[src/rtl/rr_arb_pkg.sv]
// rr_arb_pkg: FSM state type and pointer wrap helper shared by rr_arb_hs.
package rr_arb_pkg;
  typedef enum logic {ST_IDLE, ST_BUSY} st_e;
  function automatic int ptr_inc(input int p, input int n);
    return (p + 1 >= n) ? 0 : p + 1;
  endfunction
endpackage

[src/rtl/rr_pick.sv]
// rr_pick: combinational find-first-set over req, searching upward from ptr with wrap.
module rr_pick #(
  parameter int REQCNT   = 5,
  parameter int REQWIDTH = $clog2(REQCNT)
) (
  input  logic [REQCNT-1:0]   req,
  input  logic [REQWIDTH-1:0] ptr,
  output logic [REQWIDTH-1:0] idx,
  output logic                found
);
  logic [REQWIDTH:0]   s;
  logic [REQWIDTH-1:0] j;
  // Scanning downward lets the lowest rotated offset win.
  always_comb begin
    idx   = '0;
    found = 1'b0;
    s     = '0;
    j     = '0;
    for (int k = REQCNT - 1; k >= 0; k--) begin
      s = {1'b0, ptr} + (REQWIDTH + 1)'(k);
      j = (s >= (REQWIDTH + 1)'(REQCNT)) ? REQWIDTH'(s - (REQWIDTH + 1)'(REQCNT)) : REQWIDTH'(s);
      if (req[j]) begin
        idx   = j;
        found = 1'b1;
      end
    end
  end
endmodule

[src/rtl/rr_arb_hs.sv]
// rr_arb_hs: round-robin arbiter holding each grant for a whole handshake transaction.
// RR_ARB_WEIGHT_EN adds per-requester weighted credit (back-to-back regrants).
module rr_arb_hs
  import rr_arb_pkg::*;
#(
  parameter int REQCNT   = 5,
  parameter int REQWIDTH = $clog2(REQCNT),
  parameter int WGTW     = 4
) (
  input  logic                   clk_i,
  input  logic                   rst_i,
  input  logic [REQCNT-1:0]      req_i,
  input  logic [REQCNT-1:0]      last_i,
  input  logic [REQCNT*WGTW-1:0] weight_i,
  input  logic                   gnt_rdy_i,
  output logic [REQCNT-1:0]      gnt_o,
  output logic [REQWIDTH-1:0]    gnt_num_o,
  output logic                   gnt_val_o
);
  st_e                 state;
  logic [REQWIDTH-1:0] ptr, pidx, sel, nxt;
  logic                found, take, regrant, again, fin, fin_n;
  rr_pick #(.REQCNT(REQCNT), .REQWIDTH(REQWIDTH)) u_pick (
    .req  (req_i),
    .ptr  (ptr),
    .idx  (pidx),
    .found(found)
  );
  assign fin_n = gnt_rdy_i && req_i[gnt_num_o] && last_i[gnt_num_o];
  assign fin   = fin_n || !req_i[gnt_num_o];
  assign nxt   = REQWIDTH'(ptr_inc(int'(gnt_num_o), REQCNT));
`ifdef RR_ARB_WEIGHT_EN
  logic [WGTW-1:0] credit, wload;
  logic [WGTW-1:0] wgt [REQCNT];
  logic            hold;
  for (genvar i = 0; i < REQCNT; i++) begin : g_w
    assign wgt[i] = weight_i[i*WGTW +: WGTW];
  end
  assign wload   = (wgt[pidx] == '0) ? WGTW'(1) : wgt[pidx];
  assign regrant = hold && req_i[gnt_num_o];
  assign again   = fin_n && credit > WGTW'(1);
`else
  logic unused_weight;
  assign unused_weight = ^weight_i;
  assign regrant       = 1'b0;
  assign again         = 1'b0;
`endif
  assign take = regrant || found;
  assign sel  = regrant ? gnt_num_o : pidx;
  always_ff @(posedge clk_i or posedge rst_i) begin
    if (rst_i) begin
      state     <= ST_IDLE;
      ptr       <= '0;
      gnt_num_o <= '0;
      gnt_val_o <= 1'b0;
      gnt_o     <= '0;
`ifdef RR_ARB_WEIGHT_EN
      credit    <= '0;
      hold      <= 1'b0;
`endif
    end else if (state == ST_IDLE) begin
      if (take) begin
        state     <= ST_BUSY;
        gnt_num_o <= sel;
        gnt_val_o <= 1'b1;
        gnt_o     <= REQCNT'(1) << sel;
      end
`ifdef RR_ARB_WEIGHT_EN
      hold <= 1'b0;
      if (found && !regrant) credit <= wload;
`endif
    end else if (fin) begin
      state     <= ST_IDLE;
      gnt_val_o <= 1'b0;
      gnt_o     <= '0;
      if (!again) ptr <= nxt;
`ifdef RR_ARB_WEIGHT_EN
      hold <= again;
      if (again) credit <= credit - WGTW'(1);
`endif
    end
  end
endmodule

[config.mk]
export PLATFORM = sky130hd
export DESIGN_NAME = rr_arb_hs
export DESIGN_NICKNAME = d
export VERILOG_FILES = /design/src/rtl/rr_arb_pkg.sv /design/src/rtl/rr_pick.sv /design/src/rtl/rr_arb_hs.sv
export SDC_FILE = /design/constraint.sdc
export NUM_CORES = 1
export LEC_CHECK = 0
export BUFFER_PORTS_ARGS = -buffer_cell sky130_fd_sc_hd__buf_4
export CAP_MARGIN = 20
export CORE_ASPECT_RATIO = 1.75
export CORE_UTILIZATION = 58
export DETAILED_ROUTE_END_ITERATION = 12
export GPL_TIMING_DRIVEN = 0
export PLACE_DENSITY_LB_ADDON = 0.3
export SYNTH_ARGS = -nofsm -noshare
export SYNTH_HDL_FRONTEND = slang
export SYNTH_SLANG_ARGS = --single-unit
[constraint.sdc]
create_clock -name clk_i -period 8.3 [get_ports clk_i]
set_clock_uncertainty 0.2 [all_clocks]
set_input_delay 2.49 -clock clk_i [delete_from_list [all_inputs] [get_ports clk_i]]
set_output_delay 2.49 -clock clk_i [all_outputs]
set_load 0.02 [all_outputs]
==> summary.txt <==
Placed design
  • Port Buffers: 19
  • Post-Place Worst Slack: about 3200 ps
  • Dpl cells: 270
  • DP HPWL: between 3000 and 4000 um
  • GPL Wtd Cong: ~0.95

Drt
  • Drt first pass iters: 5
  • Via-per-instance ratio: ~6.4
  • Final ANT Viol Nets: 0
  • Detailed Route WL: approximately 4700 um
  • Number of remaining DRC errors: 0
  • Wire per inst: 17.0 um
  • 1st-iter DRT viols: slightly below 70
  • Vias: ~1800

Die
  • Die X: roughly 43 um
  • Top Ports: 42
  • # rows: 25
  • Initial Util: 0.628
  • Core area: about 2800 um^2
  • Die height: roughly 74 um
  • Die area: approximately 3200 um^2

Clocking
  • Setup Fix Bufs, Post-CTS: 0
  • CTS max path bufs: 2
  • Clk root buf: clkbuf_8
  • CTS H-Tree Depth: 1
  • Clock slew at reported path FFs: 50 ps
  • Post-CTS sizing: 0
  • Sink Count: 13
  • Hold buffer count at cts: 0
  • CTS tree: yes
  • Worst skew pair latency: 250 ps
  • Number of buffers created by CTS: 3

Critical path
  • Crit. End Element: flop
  • Crit start category: primary input
  • R2R Setup Slk: between 4000 and 5000 ps
  • Crit path arrival time: ~4900 ps
  • Worst Path Max Fanout: 10
  • Critical path class: in2reg
  • Worst EP required: 8260 ps

Layout
  • Layout cells sized above 1: 0.186
  • Most common cell after layout, fill and taps aside: nand2_1
  • Fillers: between 200 and 250
  • Most frequent cells in the layout: nand2_1, buf_4, nor2_1
  • Antenna diode count: 0
  • Area Overhead vs Synth: 12.8%
  • Final Non-Filler Cells: around 270
  • Final #Nets: approximately 290

Worst hold path
  • Worst hold-check path type: reg2reg

Yosys
  • Synth Area in Compound Gates: 0.240
  • Asr flop ratio synth: 1.00
  • Register area share after synthesis: 0.188
  • Largest family of logic cells by synthesized area: simple AND/OR/NAND/NOR gates
  • Synth unique cells: 55
  • Syn_nets: approximately 270
  • Mux contribution to synthesized area: 0.116
  • Xor/xnor share of the synthesized area: 0.0203
  • Syn Inst Count: between 200 and 250
  • YS warnings: 0
  • Post-Synth Simple-Gate Area: 0.286
  • Post-synthesis area per instance: approximately 7.7 um^2
  • Seq cells post-synth: 13
  • Adder-cell share of the synthesized area: 0.0840
  • Primary FF master, synth: dfrtp_1
  • Post-Synthesis Cell Area: about 1700 um^2
  • EDFF count, synth: 0

Power
  • Part of the power in registers: 0.129
  • PD cells: slightly below 500 nW/um^2
  • Net Sw Power: ~0.00050 W
  • Logic pwr share: 0.812
  • Static Leakage: 0.896 nW
  • Peak VDD IR: 305 uV
  • Pint: ~0.00045 W
  • Clock group share of total power: 0.059
  • Sw frac: 0.531

GRT
  • Grt met3 use: 0.0267
  • Global route overflow: 0
  • Met1 Usage GRT: 0.331
  • Wire length of the first global-routing pass: just under 8000 um
  • Vias in the first global route: 1829
  • Tot GR Track Use: 0.324
  • Antenna violations before repair: 0
  • GRT Max-Usage Layer: met2
  • Met2 global-route usage: 0.607
  • Largest net degree at the start of global routing: 14

Status
  • Status: finished clean

Job
  • # Max-Cap Violations: 0

Timing
  • RSZ-0062 raised after global routing: no
  • Final worst setup slack: between 3000 and 4000 ps
  • Setup TNS: 0 ps
  • Slew margin rel.: 0.624
  • Setup violators final: 0
  • FMAX: ~0.20 GHz
  • Final number of max-transition violations: 0
  • Endpoints failing hold: 0
  • Fin crit period: about 5000 ps
  • Final worst-path cycle share: 0.598
  • Worst-Margin Slew: approximately 560 ps
-- state kept, by name, indices dropped and copies added, names as in the netlist --
register,flops
ptr,3
gnt_val_o,1
state,1
gnt_num_o,3
gnt_o,5
-- power by group through the flow --
stage	sequential [W]	clock [W]	combinational, W
after floorplan	0.000137	0	0.000570
after global routing	0.000127	0.0000599	0.000845
after detailed placement	0.000124	0	0.000760
after CTS	0.000123	0.0000580	0.000764
after global placement	0.000124	0	0.000746
final	0.000123	0.0000562	0.000770
-- final timing paths --
path | start | endpoint | cells past startpoint
max | req_i[0] | gnt_o[1] | 10
min | gnt_val_o | gnt_val_o | 1
max reg2reg | ptr[1] | gnt_o[2] | 13
min reg2reg | gnt_val_o | gnt_val_o | 1
max in group asynchronous | rst_i | gnt_o[1] | 2
min in group asynchronous | rst_i | gnt_num_o[0] | 2
-- critical path: stages --
cell and delay (ps):
buf_4 110, buf_2 180, mux4_2 480, mux2i_1 130, or2_2 130, and2_1 160, nor4bb_1 510, nor3b_1 280
o21ai_0 230, o22ai_1 220
-- metrics by stage --
stage / instance area [um^2] / total power (W) / util / hold slack (ps)
2_1_floorplan: 1730 / 0.000706 / - / 286
3_3_place_gp: 1900 / 0.000870 / 0.692 / 261
3_5_place_dp: 1900 / 0.000884 / 0.692 / 307
4_1_cts: 1950 / 0.000945 / 0.708 / 321
5_1_grt: 1950 / 0.00103 / 0.708 / 325
6_report: 1950 / 0.000949 / 0.708 / 312
-- per-layer routing --
layer / wire, um / vias up
li1: - / 862
met3: 251 / 16
met1: 1670 / 820
met5: 0 / -
met4: 154 / 0
met2: 2580 / 69
-- Yosys cell counts (2+ instances only) --
| master | count | share of area |
|---|---|---|
| nand2b_1 | 8 | 0.029 |
| xnor2_1 | 3 | 0.015 |
| and3_1 | 2 | 0.0072 |
| a21oi_2 | 2 | 0.010 |
| mux2_2 | 2 | 0.013 |
| mux2i_1 | 11 | 0.064 |
| a22o_1 | 3 | 0.015 |
| nor2b_1 | 2 | 0.0072 |
| and3b_1 | 2 | 0.010 |
| a21oi_1 | 15 | 0.043 |
| buf_2 | 10 | 0.029 |
| o21a_1 | 3 | 0.013 |
| nand3_1 | 8 | 0.023 |
| or3_1 | 2 | 0.0072 |
| nor2_1 | 16 | 0.035 |
| inv_1 | 10 | 0.022 |
| dfrtp_1 | 13 | 0.19 |
| nor3_1 | 4 | 0.012 |
| o22ai_1 | 6 | 0.022 |
| mux4_2 | 3 | 0.039 |
| ha_1 | 10 | 0.072 |
| nand2_1 | 26 | 0.056 |
| o21ai_0 | 14 | 0.041 |
| o211ai_1 | 3 | 0.013 |
| nor4b_1 | 2 | 0.010 |
| o31ai_1 | 3 | 0.013 |
| clkbuf_1 | 4 | 0.0087 |
| or3b_1 | 4 | 0.020 |
| nand4_1 | 5 | 0.018 |
| and2_1 | 2 | 0.0072 |
| a21o_1 | 2 | 0.0087 |
-- layout make-up --
class,count,area [um^2],share of cell area
plain buffers,15,72.6,0.0372
inverters,11,41.3,0.0212
well taps,27,33.8,0.0173
clock buffers,4,45.0,0.0231
flip-flops and latches,13,325,0.167
multi-input cells,185,1290,0.661
repair buffers,19,143,0.0732
-- logic make-up (layout without fill, tap and decap cells) --
group | Yosys count | count (layout)
multiplexers | 16 | 16
XOR/XNOR | 4 | 4
buffers and inverters | 26 | 49
AND/OR/NAND/NOR | 92 | 92
AO/OA/AOI/OAI | 62 | 62
adder cells (fa/ha/maj) | 11 | 11
flip-flops | 13 | 13
Power figures use the tool's default switching activity.
